<file path="src/rtl/ripple_seq_adder.sv">
// Sequential WIDTH-bit adder that time-shares one 4-bit ripple slice, LSB nibble first.
// Optional subtract mode is enabled by defining RIPPLE_SEQ_SUB_EN (adds the `sub` port).

module ripple_adder (
  input  logic [3:0] a,
  input  logic [3:0] b,
  input  logic       cin,
  output logic [3:0] sum,
  output logic       cout
);
  logic [4:0] c;

  always_comb begin
    c    = '0;
    sum  = '0;
    c[0] = cin;
    for (int unsigned i = 0; i < 4; i++) begin
      sum[i]   = a[i] ^ b[i] ^ c[i];
      c[i + 1] = (a[i] & b[i]) | (c[i] & (a[i] ^ b[i]));
    end
    cout = c[4];
  end
endmodule

module ripple_seq_adder #(
  parameter int WIDTH = 16
) (
  input  logic             clk,
  input  logic             rst_n,
  input  logic             start,
  input  logic [WIDTH-1:0] op_a,
  input  logic [WIDTH-1:0] op_b,
  input  logic             cin,
`ifdef RIPPLE_SEQ_SUB_EN
  input  logic             sub,
`endif
  output logic             busy,
  output logic             done,
  output logic [WIDTH-1:0] result,
  output logic             cout
);
  localparam int NIBBLES = WIDTH / 4;
  localparam int CW      = (NIBBLES > 1) ? $clog2(NIBBLES) : 1;
  localparam logic [CW-1:0] LAST = CW'(NIBBLES - 1);

  typedef enum logic [1:0] {
    IDLE = 2'd0,
    RUN  = 2'd1,
    DONE = 2'd2
  } state_t;

  state_t state, state_next;

  logic [WIDTH-1:0] sh_a, sh_b;
  logic [WIDTH-5:0] acc;
  logic [CW-1:0]    cnt;
  logic             carry;

  logic [3:0]       slice_sum;
  logic             slice_cout;
  logic [WIDTH-1:0] acc_next;
  logic [WIDTH-1:0] b_load;
  logic             c_load;

  ripple_adder u_slice (
    .a    (sh_a[3:0]),
    .b    (sh_b[3:0]),
    .cin  (carry),
    .sum  (slice_sum),
    .cout (slice_cout)
  );

  // The accumulator keeps only the upper WIDTH-4 bits; the newest nibble
  // enters at the MSB and the full word is formed on the last pass.
  assign acc_next = {slice_sum, acc};

`ifdef RIPPLE_SEQ_SUB_EN
  assign b_load = sub ? ~op_b : op_b;
  assign c_load = sub ? 1'b1 : cin;
`else
  assign b_load = op_b;
  assign c_load = cin;
`endif

  always_comb begin
    state_next = state;
    case (state)
      IDLE:    if (start) state_next = RUN;
      RUN:     if (cnt == LAST) state_next = DONE;
      DONE:    state_next = IDLE;
      default: state_next = IDLE;
    endcase
  end

  always_ff @(posedge clk or negedge rst_n) begin
    if (!rst_n) begin
      state <= IDLE;
      busy  <= 1'b0;
      done  <= 1'b0;
    end else begin
      state <= state_next;
      busy  <= (state_next != IDLE);
      done  <= (state_next == DONE);
    end
  end

  always_ff @(posedge clk or negedge rst_n) begin
    if (!rst_n) begin
      sh_a   <= '0;
      sh_b   <= '0;
      acc    <= '0;
      cnt    <= '0;
      carry  <= 1'b0;
      result <= '0;
      cout   <= 1'b0;
    end else begin
      case (state)
        IDLE: begin
          if (start) begin
            sh_a  <= op_a;
            sh_b  <= b_load;
            carry <= c_load;
            cnt   <= '0;
          end
        end
        RUN: begin
          sh_a  <= {4'b0000, sh_a[WIDTH-1:4]};
          sh_b  <= {4'b0000, sh_b[WIDTH-1:4]};
          acc   <= acc_next[WIDTH-1:4];
          carry <= slice_cout;
          cnt   <= cnt + 1'b1;
          if (cnt == LAST) begin
            result <= acc_next;
            cout   <= slice_cout;
          end
        end
        default: ;
      endcase
    end
  end
endmodule

</file>
<file path="config.mk">
export PLATFORM = sky130hd
export DESIGN_NAME = ripple_seq_adder
export DESIGN_NICKNAME = d
export VERILOG_FILES = /design/src/rtl/ripple_seq_adder.sv
export SDC_FILE = /design/constraint.sdc
export NUM_CORES = 1
export LEC_CHECK = 0
export CAP_MARGIN = 30
export CORE_MARGIN = 3
export CORE_UTILIZATION = 55
export CTS_BUF_LIST = sky130_fd_sc_hd__clkbuf_16
export DETAILED_ROUTE_END_ITERATION = 12
export PLACE_DENSITY = 0.84
export REMOVE_ABC_BUFFERS = 1
export SYNTH_ARGS = -nofsm -noshare
export SYNTH_HDL_FRONTEND = slang
export SYNTH_SLANG_ARGS = --single-unit
</file>
<file path="constraint.sdc">
create_clock -name clk -period 4 [get_ports clk]
set_input_delay 0.8 -clock clk [delete_from_list [all_inputs] [get_ports clk]]
set_output_delay 0.8 -clock clk [all_outputs]
set_load 0.01 [all_outputs]
</file>
**Word-level counts from Yosys, hierarchy flattened**

Index checks and enable logic that the tools add are counted.

- Add/sub/neg operators: 1
- Equal/unequal tests: 4
- Mux-type cells: 11
- Bitwise logic cells: 20
- Reduce and logical (&&, ||, !) cells: 5

Operator list:

| kind | count |
|---|---|
| case mux 16 bit (2 select lines) | 2 |
| two-way mux 16 bit | 2 |
| bitwise AND 1 bit | 8 |
| case mux 2 bit (2 select lines) | 2 |
| bitwise XOR 1 bit | 8 |
| two-way mux 2 bit | 3 |
| equality test 2 bit (second input constant) | 2 |
| OR 1 bit | 4 |
| AND reduction 2 bit | 2 |
| nonzero test 2 bit | 2 |
| adder 2 x 1 -> 2 bit (second input constant) | 1 |
| equality test 2 x 1 -> 1 bit (second input constant) | 1 |
| zero test 2 bit | 1 |
| inequality test 2 bit (second input constant) | 1 |
| case mux 1 bit (2 select lines) | 1 |
| two-way mux 1 bit | 1 |

- Flip-flop bits (word level): 68
- Output and inout port bits: 19

**Logic depth before layout (Yosys ltp)**

- Depth in word-level cells: 10
- Mapped depth: 9
- Mapped depth without buffers: 9

**Cells and area by module**

A second synthesis with hierarchy kept.

- Cell total of the unflattened synthesis: 229
- Area total of the unflattened synthesis: 3098.0 sq um

Modules (own cells, without submodules):

| module | instances | cells an instance | area an instance (sq um) | sequential area each (sq um) |
|---|---|---|---|---|
| ripple_seq_adder | 1 | 215 | 2980.4 | 1701.6 |
| ripple_adder | 1 | 14 | 117.6 | 0.0 |

**Least setup slack after synthesis**

Ideal clock, no wire load.

- Kind: reg2reg
- Start point: reg sh_a[0]
- End point: reg result[15]
- Library setup time: 0.083 ns
- Arrival: 2.014 ns
- Required time: 3.917 ns
- Path slack: 1.904 ns
- Cell stages (with the launch flop): 9
- Path through: dfrtp_1 fa_1 inv_1 fa_1 inv_1 fa_1 inv_1 fa_1 o21ai_0

- Longest elaborated chain between the ends: 8
- Elaborated cells on any way between the ends: 9

RTL lines:

| item | line | RTL |
|---|---|---|
| start, declared | 54 | `logic [WIDTH-1:0] sh_a, sh_b;` |
| start signal, assigned | 120 | `sh_a <= op_a;` |
| start signal, assigned | 127 | `sh_a <= {4'b0000, sh_a[WIDTH-1:4]};` |
| bitwise XOR 1 bit | 19 | `c[i + 1] = (a[i] & b[i]) \| (c[i] & (a[i] ^ b[i]));` |
| bitwise AND 1 bit | 19 |  |
| OR 1 bit * | 19 |  |
| bitwise AND 1 bit * | 19 |  |
| OR 1 bit * | 19 |  |
| bitwise AND 1 bit * | 19 |  |
| OR 1 bit * | 19 |  |
| bitwise XOR 1 bit * | 18 | `sum[i] = a[i] ^ b[i] ^ c[i];` |
| end signal, assigned | 133 | `result <= acc_next;` |
| end, declared | 39 | `output logic [WIDTH-1:0] result,` |

Mark *: on every way between the ends. The rest lies on a longest branch, timed or not.
A chain may end at the register's enable or synchronous reset.

**Worst setup path in the final report**

- Start point: in start
- End point: reg sh_a[9]

- Longest elaborated chain between the ends: 2

RTL lines:

| item | line | RTL |
|---|---|---|
| start, declared | 30 | `input logic start,` |
| inequality test 2 bit (no source line) | -- |  |
| AND reduction 2 bit (no source line) | -- |  |

No other way between the ends.

==> run summary <==
Resize count post-CTS -> 0
Cell Rows -> 25
most frequent cells in the layout -> dfrtp_1, clkdlybuf4s50_1, nand2_1, o22ai_1
Setup Viol. Count Final -> 0
clock-pin slew on the worst setup and hold paths -> 0.05 ns
Filler Cell Count -> 339
post-route ant nets -> 0
Post-DP Area -> 3380 um^2
Netlist Area Pre-Place -> 2840 um^2
Final Hold Fails -> 0
MaxCap Viol Count -> 0
reg-to-reg critical path startpoint -> sh_a[0]
worst-case hold slack -> 0.268 ns
DRC viols -> 0
Root Buffer -> clkbuf_16
Clock Latency Late Sink -> 0.33 ns
Final Skew -> 0.00443 ns
most common cell after layout, fill and taps aside -> dfrtp_1
first-pass detailed-route iteration total -> 4
cell total after placement -> 366
Worst Path Max Fanout -> 19
CTS tree -> done
full die area -> 6060 um^2
YS warnings -> 0
hold buffer count at CTS -> 0
Final Max Slew Viols -> 0
class of the worst hold path -> input pin to async pin
first-pass GRT wire length -> 9.87 mm
reg-to-reg slack, setup -> 1.75 ns
vias -> 2149
sequential fraction of the synthesis area -> 60.0%
PnR worst setup slack -> 1.59 ns
RSZ-0062 raised after global routing -> no
Mapped Avg Cell Area -> 10.9 um^2
Final Critical Period -> 2.41 ns
Iter 0 DRT Violations -> 99
endpoint class of the critical path -> register
height of the die -> 77.8 um
Area Overhead vs Synth -> 29.2%
global route overflow -> 0
Worst EP arrival -> 2.62 ns
largest net degree at the start of global routing -> 46
VDD IR max -> 0.422 mV
Avg Vias per Cell -> 5.61
area of the multi-input gates -> 1000 um^2
GRT Total Usage -> 21.3%
Routed WL -> 5.81 mm
storage element area -> 1700 um^2
status -> complete, no violations
share of cells above drive strength 1 -> 11.1%
Buf+Inv Stages, Crit Path -> 1
Worst Tran Pin Value -> 0.984 ns
Max clock buf depth -> 2
Die Wd -> 77.8 um
Buffers on Ports -> 54
H-tree levels -> 3
Critical Path Source -> start
Crit Path Category -> input pin to register
Sink Count -> 68
pre-CTS setup slack -> 1.26 ns
ant diodes -> 0
CORE AREA -> 4850 um^2
antenna violations before repair -> 0
Finished Cell Area -> 3670 um^2
# IOs -> 55
Synth Register Bits -> 68
max_slew headroom -> 34.4%
final net count -> 352
RePlAce Congestion -> 0.751
DP HPWL -> 3.94 mm
setup bufs post-CTS -> 0
CP max stage cell -> clkdlybuf4s50_1
number of global-route vias before repair -> 2072
Max Freq -> 0.414 GHz
critical path required time -> 4.20 ns
PD cells -> 843 nW/um^2
CP cell instances -> clkdlybuf4s50_1 > nand2b_1 > o32ai_1 > nor2_1
CTS Buf Count -> 9
TNS Setup -> 0 ns
Netlist cell types -> 28
leakage power -> 1.65 nW
final cell count without fillers -> 383
delay-heaviest family, CP -> buffers and inverters
CP peak stage delay -> 0.79 ns
Initial Utilization -> 58.5%
Final period util -> 60.3%
DR WL/cell -> 15.2 um
Synth Instances -> 260
Startpoint Class -> input pin
==> registers in the layout (all words and copies together), names as in the netlist <==
name	cells
result	16
state	2
cout	1
sh_b	16
sh_a	16
busy	1
done	1
acc	12
cnt	2
carry	1
==> final timing paths <==
check                             end  cells past startpoint
setup reg to reg           result[15]                      8
hold / removal                 acc[1]                      1
setup / recovery              sh_a[9]                      4
max in group asynchronous        busy                      3
min in group clk               acc[0]                      2
hold reg to reg                acc[0]                      2
==> cells by family after synthesis <==
| logic type | synth area share [%] |
|---|---|
| flip-flops | 60.0 |
| AO/OA/AOI/OAI | 15.3 |
| multiplexers | 5.56 |
| buffers and inverters | 4.72 |
| AND/OR/NAND/NOR | 11.2 |
| adder cells (fa/ha/maj) | 3.26 |
==> power by group <==
part | leakage [nW] | switching (mW) | total, mW | internal (mW)
Clock | 0.121 | 0.285 | 0.699 | 0.414
Sequential | 0.825 | 0.226 | 1.24 | 1.02
Combinational | 0.705 | 0.592 | 1.15 | 0.557
==> layer usage <==
metal | part of all wire, % | track usage (%) | vias to the layer above
met3 | 5.5 | 5.80 | 10
met1 | 43 | 26.7 | 1050
li1 | - | - | 1012
met4 | 2.0 | 10.5 | 0
met2 | 50 | 34.1 | 77
met5 | 0 | 0 | -
==> Yosys cell counts <==
library cell | instances | area (um^2)
nand2b_1 | 4 | 25.0
nor3_1 | 2 | 10.0
clkbuf_1 | 7 | 26.3
nor2b_1 | 1 | 6.26
o21ai_1 | 2 | 10.0
buf_6 | 2 | 22.5
ha_1 | 1 | 12.5
mux2_2 | 13 | 146
dfrtp_1 | 68 | 1700
nand2_1 | 41 | 154
nand3b_2 | 1 | 11.3
o22ai_1 | 29 | 181
mux2_1 | 1 | 11.3
buf_2 | 6 | 30.0
a21oi_1 | 23 | 115
o21ai_0 | 3 | 15.0
fa_1 | 4 | 80.1
a22o_1 | 6 | 52.6
a32oi_1 | 3 | 26.3
nand2_4 | 1 | 11.3
inv_4 | 1 | 6.26
inv_1 | 11 | 41.3
o32ai_1 | 3 | 26.3
nor2_1 | 23 | 86.3
nor2_2 | 1 | 6.26
or2_1 | 1 | 6.26
buf_4 | 1 | 7.51
o2bb2ai_1 | 1 | 8.76
==> cell type report <==
type	instances	area share (%)
Clock inverter	7	1.19
Clock buffer	9	6.14
Tap cell	67	2.29
Sequential cell	68	46.4
Multi-Input combinational cell	164	27.3
Timing Repair Buffer	56	15.4
Inverter	12	1.30
==> stage by stage <==
step / total power, mW / utilization, %
floorplan: 1.94 / -
global placement: 2.33 / 69.7
detailed placement: 2.41 / 69.7
CTS: 3.11 / 75.2
global route: 3.33 / 75.6
finish: 3.09 / 75.6
Note: power is estimated with default switching activity, not from simulation.
